$ cat src/rtl/bist_controller.sv
// Two-phase BIST driver for a fault-injectable cut: record the fault-free response, then
// replay every pattern under each (site, stuck value) fault and flag any deviation.
module bist_controller #(
    parameter int N_IN    = 3,
    parameter int N_SITES = 12,
    localparam int NP = 2**N_IN,
    localparam int NF = 2*N_SITES,
    localparam int CW = $clog2(NF+1)
) (
    input  logic               clk,
    input  logic               rst,
    input  logic               start,
    output logic [N_IN-1:0]    cut_a,
    output logic [N_SITES-1:0] cut_check,
    output logic               cut_value,
    input  logic               cut_y,
    output logic               busy,
    output logic               done,
    output logic [NP-1:0]      golden,
    output logic [NF-1:0]      detected,
    output logic [CW-1:0]      fault_cnt
);

    localparam int FW = $clog2(NF);

    localparam logic [1:0] ST_IDLE   = 2'd0;
    localparam logic [1:0] ST_GOLDEN = 2'd1;
    localparam logic [1:0] ST_FAULT  = 2'd2;
    localparam logic [1:0] ST_DONE   = 2'd3;

    logic [1:0]    state;
    logic [FW-1:0] f;
    logic [FW-1:0] f_nxt;

    assign f_nxt = f + FW'(1);

    // cut_a doubles as the pattern counter; cut_check/cut_value follow the fault index f.
    always_ff @(posedge clk) begin
        if (rst) begin
            state     <= ST_IDLE;
            f         <= '0;
            cut_a     <= '0;
            cut_check <= '0;
            cut_value <= 1'b0;
            busy      <= 1'b0;
            done      <= 1'b0;
            golden    <= '0;
            detected  <= '0;
            fault_cnt <= '0;
        end else begin
            case (state)
                ST_IDLE, ST_DONE: begin
                    if (start) begin
                        state     <= ST_GOLDEN;
                        f         <= '0;
                        cut_a     <= '0;
                        cut_check <= '0;
                        cut_value <= 1'b0;
                        busy      <= 1'b1;
                        done      <= 1'b0;
                        golden    <= '0;
                        detected  <= '0;
                        fault_cnt <= '0;
                    end
                end
                ST_GOLDEN: begin
                    golden[cut_a] <= cut_y;
                    cut_a         <= cut_a + N_IN'(1);
                    if (&cut_a) begin
                        state     <= ST_FAULT;
                        f         <= '0;
                        cut_check <= N_SITES'(1);
                        cut_value <= 1'b0;
                    end
                end
                ST_FAULT: begin
                    if ((cut_y != golden[cut_a]) && !detected[f]) begin
                        detected[f] <= 1'b1;
                        fault_cnt   <= fault_cnt + CW'(1);
                    end
                    cut_a <= cut_a + N_IN'(1);
                    if (&cut_a) begin
                        // Last pattern of the last fault ends the run; a start here is dropped.
                        if (f == FW'(NF-1)) begin
                            state     <= ST_DONE;
                            busy      <= 1'b0;
                            done      <= 1'b1;
                            cut_check <= '0;
                            cut_value <= 1'b0;
                        end else begin
                            f         <= f_nxt;
                            cut_check <= N_SITES'(1) << f_nxt[FW-1:1];
                            cut_value <= f_nxt[0];
                        end
                    end
                end
                default: state <= ST_IDLE;
            endcase
        end
    end

endmodule

$ cat config.mk
export PLATFORM = sky130hd
export DESIGN_NAME = bist_controller
export DESIGN_NICKNAME = d
export VERILOG_FILES = /design/src/rtl/bist_controller.sv
export SDC_FILE = /design/constraint.sdc
export NUM_CORES = 1
export LEC_CHECK = 0
export ABC_AREA = 1
export BUFFER_PORTS_ARGS = -buffer_cell sky130_fd_sc_hd__buf_4
export CAP_MARGIN = 20
export CELL_PAD_IN_SITES_DETAIL_PLACEMENT = 1
export CELL_PAD_IN_SITES_GLOBAL_PLACEMENT = 1
export CORE_ASPECT_RATIO = 0.9
export CORE_MARGIN = 3
export CORE_UTILIZATION = 39
export CTS_BUF_LIST = sky130_fd_sc_hd__clkbuf_16
export CTS_CLUSTER_DIAMETER = 60
export DETAILED_ROUTE_END_ITERATION = 8
export GPL_TIMING_DRIVEN = 1
export PLACE_DENSITY_LB_ADDON = 0.1
export SKIP_LAST_GASP = 1
export SYNTH_ARGS = -nofsm -noshare
export SYNTH_HDL_FRONTEND = slang
export SYNTH_SLANG_ARGS = --single-unit
$ cat constraint.sdc
create_clock -name clk -period 2.27 [get_ports clk]
set_clock_uncertainty 0.2 [all_clocks]
set_input_delay 0.227 -clock clk [delete_from_list [all_inputs] [get_ports clk]]
set_output_delay 0.227 -clock clk [all_outputs]
set_load 0.03 [all_outputs]
# After elaboration in Yosys (flattened, before gate mapping)
# Index checks and enable logic that the tools add are counted.
# word_totals
reg_bits	62
inputBits	4
out_inout_bits	55
# classes
addsub	3
n_lt_le_gt_ge	4
n_eq_ne	11
n_shift	1
mux	45
bitwise_logic	1
n_reduce_logical	16
# ops
op	n
12-bit two-way mux	4
24-bit two-way mux	2
24-bit case mux with 2 select lines	1
12-bit case mux with 3 select lines	1
5-bit two-way mux	5
24-bit bitwise OR	1
8-bit case mux with 2 select lines	1
5-bit case mux with 3 select lines	1
1-bit two-way mux	13
2-bit != test, second input constant	6
4-bit AND reduction	3
1-bit by 4-bit left shift with 12-bit output, first input constant	1
5-bit by 1-bit adder with 5-bit output, second input constant	2
5-bit case mux with 2 select lines	1
3-bit AND reduction	3
8-bit bitwise mux	1
2-bit two-way mux	4
8-bit two-way mux	1
5-bit by 6-bit less-than comparator with 1-bit output, second input constant	1
2-bit case mux with 3 select lines	1
3-bit case mux with 2 select lines	1
1-bit binary-select mux with 5-bit select	1
1-bit demux with 5-bit select	1
5-bit == test, second input constant	1
18 further kinds	24

# Longest topological paths before layout
# depth
word_depth	7
ltp_mapped	15
depth_no_buf	13

# Worst setup path after synthesis
# OpenSTA, ideal clock, no wires.
# synth_path
path_kind	flip-flop to flip-flop
startpoint	register state[0]
endpoint	register cut_check[3]
arrival_ns	1.771
required_time_ns	2.000
setup_slack_ns	0.228
stages_incl_launch_ff	12
path_buffers	0
synth_period_minus_slack_ns	2.042
cell_sequence	dfxtp_1 inv_1 ha_1 inv_2 nor2_1 inv_2 o21ai_2 nor2_4 nand2_1 nor3_1 nand4_1 a21oi_1
# synth_via
elab_chain_len	4
elab_cells_between_ends	10
classes_between	6 x eq/ne; 1 x mux; 3 x reduce/logical
# synth_lines
element	line_no	source
from (decl)	31	logic [1:0] state;
from (signal assigned)	40	state <= ST_IDLE;
from (signal assigned)	54	state <= ST_GOLDEN;
from (signal assigned)	70	state <= ST_FAULT;
2-bit == test / 2-bit zero test (equally long branches)	51	case (state)
2-bit OR reduction	51	
2-bit != test (no source line)	-	
3-bit AND reduction (no source line)	-	
to (signal assigned)	92	cut_check <= N_SITES'(1) << f_nxt[FW-1:1];
to (decl)	14	output logic [N_SITES-1:0] cut_check,
# Parallel ways exist; a longest one is shown, timed or not.
# A chain may end at the register's enable or synchronous reset.

# Worst setup path after layout
# layout_path
startpoint	register state[0]
endpoint	register cut_check[0]
# The elaborated chain is that of the path after synthesis.

==> metrics.cfg <==
[outcome]
status = completed

[timing]
tightestPinTransition_ps = 558
setup_viol = 0
slew_headroom_pct = 62.7
setup_slack_ps = 144
holdWs_ps = 28.6
finalCritPeriodShare_pct = 93.7
hold_viol_final = 0
min_period_ps = 2130
clock.fmax_mhz = 470
slew_violations = 0

[global_route]
antenna_found_initial = 0
grt_pass1_wl_um = 16200
grt_util_all_layers_pct = 21.4
grt_max_degree = 38
gr-total-overflow = 0
grt_pass1_vias = 3443

[pwr]
peakVddDrop_v = 0.000622
powerDensity_nw_per_um2 = 1030
leakagePower_nw = 1.78

[layout]
num_antenna_cells = 0
areaGrowthSynthToFinish_pct = 31.0
seqCellArea_sq_um = 1250
drive_above_1_share_pct = 21.4
final_common_cell = nand2_1
final_cell_mix = nand2_1, buf_4, a21oi_1
postLayoutCoreUtil_pct = 54.2
instances_no_fill = 662
nets = 575
multi_input_area_sq_um = 1680
fill_cells = 1022

[cts]
clk_pin_slew_worst_paths_ps = 60
cts_buffers = 9
hold_buffers = 0
cts_root_buf = clkbuf_16
cts_buffer_depth = 2
insertion_delay_ps = 330
cts.htree.levels = 3
cts_tree = done
cts.sinks = 62

[floorplanning]
start_util_pct = 41.4
coreArea_sq_um = 7770
rows = 30
die_height_um = 92.1
dieWidth_um = 102
io-pin-count = 59
dieArea_sq_um = 9370

[setup_path]
arrival_ps = 2130
crit_type = flop to flop
crit_path_start_kind = flop
worstPathMaxFanout = 8
critPathMaxStageDelay_ps = 350
crit_chain = inv_1 -> ha_4 -> inv_2 -> nor2_1 -> inv_2 -> o21ai_2 -> nor2_4 -> clkinvlp_4 -> nand2_1 -> o21ai_0 -> a21oi_1 -> nor2_1
slowest_stage = dfxtp_2
crit_required_ps = 2280
end_kind = flop

[logic_synthesis]
synth_area_per_cell_sq_um = 6.59
syn-num-nets = 502
syn_inst = 488
yosysSeqAreaShare_pct = 38.6
yosys_warnings = 0
ys.flop_type = dfxtp_1
synth_edf_count = 0
async_flop_share_pct = 0
synth-seq-cells = 62
synth_area_sq_um = 3210
synth.distinct_cells = 26

[detailed_routing]
via_count = 3315
wl_per_cell_um = 14.6
drt_iter0_markers = 65
totalWireLength_um = 9680
post-route-drc-count = 0
ant_nets = 0
drtPass1Iterations = 4
via_per_inst = 5.01

[min_path]
hp-class = input pin to flop

[run]
cap_violations = 0

[place]
portBuffers = 58
routabilityCongestion = 0.805
dp_cells = 639
dpl.hpwl_um = 6830
pre_cts_slack_ps = 27.9

-- critical path, delay by kind of cell (launching register included) --
family	cells	cell delay (ps)
compound gates	3	300
flops	1	350
buf+inv	4	460
fa+ha+maj	1	250
simple gates	4	440
-- timing repair --
action / CTS / global route
gates resized for setup: 3 / 20
pin swaps: 0 / 3
endpoints found under the setup margin: 4 / 49
gates cloned: 0 / 0
setup buffers: 0 / 7
hold endpoints to repair: 0 / 0
-- sequential cells by signal (all words and copies together) (netlist names) --
name       count
cut_value      1
fault_cnt      5
busy           1
cut_a          3
f              5
golden         8
done           1
cut_check     12
detected      24
state          2
-- per-stage QoR --
| step | power [mW] | cell area [sq um] | TNS, ps |
|---|---|---|---|
| floorplan | 2.36 | 3210 | 0 |
| global placement | 2.79 | 3800 | 0 |
| detailed placement | 2.84 | 3800 | 0 |
| CTS | 4.19 | 4090 | 0 |
| global route | 4.64 | 4210 | -80.7 |
| finish | 4.35 | 4210 | 0 |
-- cells by family after synthesis --
| logic type | count (synthesis) | synth area share, % |
|---|---|---|
| AO/OA/AOI/OAI | 82 | 13.2 |
| XOR/XNOR | 4 | 1.09 |
| adder cells (fa/ha/maj) | 10 | 3.89 |
| AND/OR/NAND/NOR | 244 | 32.1 |
| flip-flops | 62 | 38.6 |
| buffers and inverters | 86 | 11.1 |
-- final timing paths --
check	startpoint	end	slack, ps	cells past startpoint
worst max-delay path	state[0]	cut_check[0]	140	12
worst max register to register	state[0]	cut_check[0]	140	12
worst min-delay path	rst	busy	30	4
worst min register to register	cut_check[2]	cut_check[2]	270	2
-- synthesized netlist by cell type (3+ instances only) --
cell type	count	area share, %
buf_4	3	0.70
o21ai_0	13	2.0
dfxtp_1	62	39
nand3_1	51	7.9
inv_1	63	7.4
xor2_1	3	0.82
inv_2	3	0.35
buf_2	6	0.93
nand2_1	121	14
nor3_1	7	1.1
clkbuf_1	9	1.1
ha_1	10	3.9
a21oi_1	66	10
nor2_1	54	6.3
nand4_1	4	0.78
-- layout make-up --
type | count | share of cell area (%)
multi-input cells | 340 | 39.9
clock inverters | 7 | 1.34
flip-flops and latches | 62 | 29.7
clock buffers | 9 | 5.35
well taps | 96 | 2.85
repair buffers | 82 | 14.9
inverters | 66 | 6.03
-- routing by layer --
metal / GRT usage (%) / vias to the layer above / wire length (um)
met5: 0 / - / 0
met1: 26.2 / 1556 / 4400
li1: - / 1696 / -
met4: 5.20 / 0 / 72
met2: 37.3 / 53 / 4850
met3: 5.32 / 10 / 356
-- power breakdown --
group	internal (mW)	total, mW	switching [mW]
clock network	0.829	1.31	0.478
logic	0.627	1.81	1.18
registers	1.16	1.24	0.0741
Note: power is estimated with default switching activity, not from simulation.
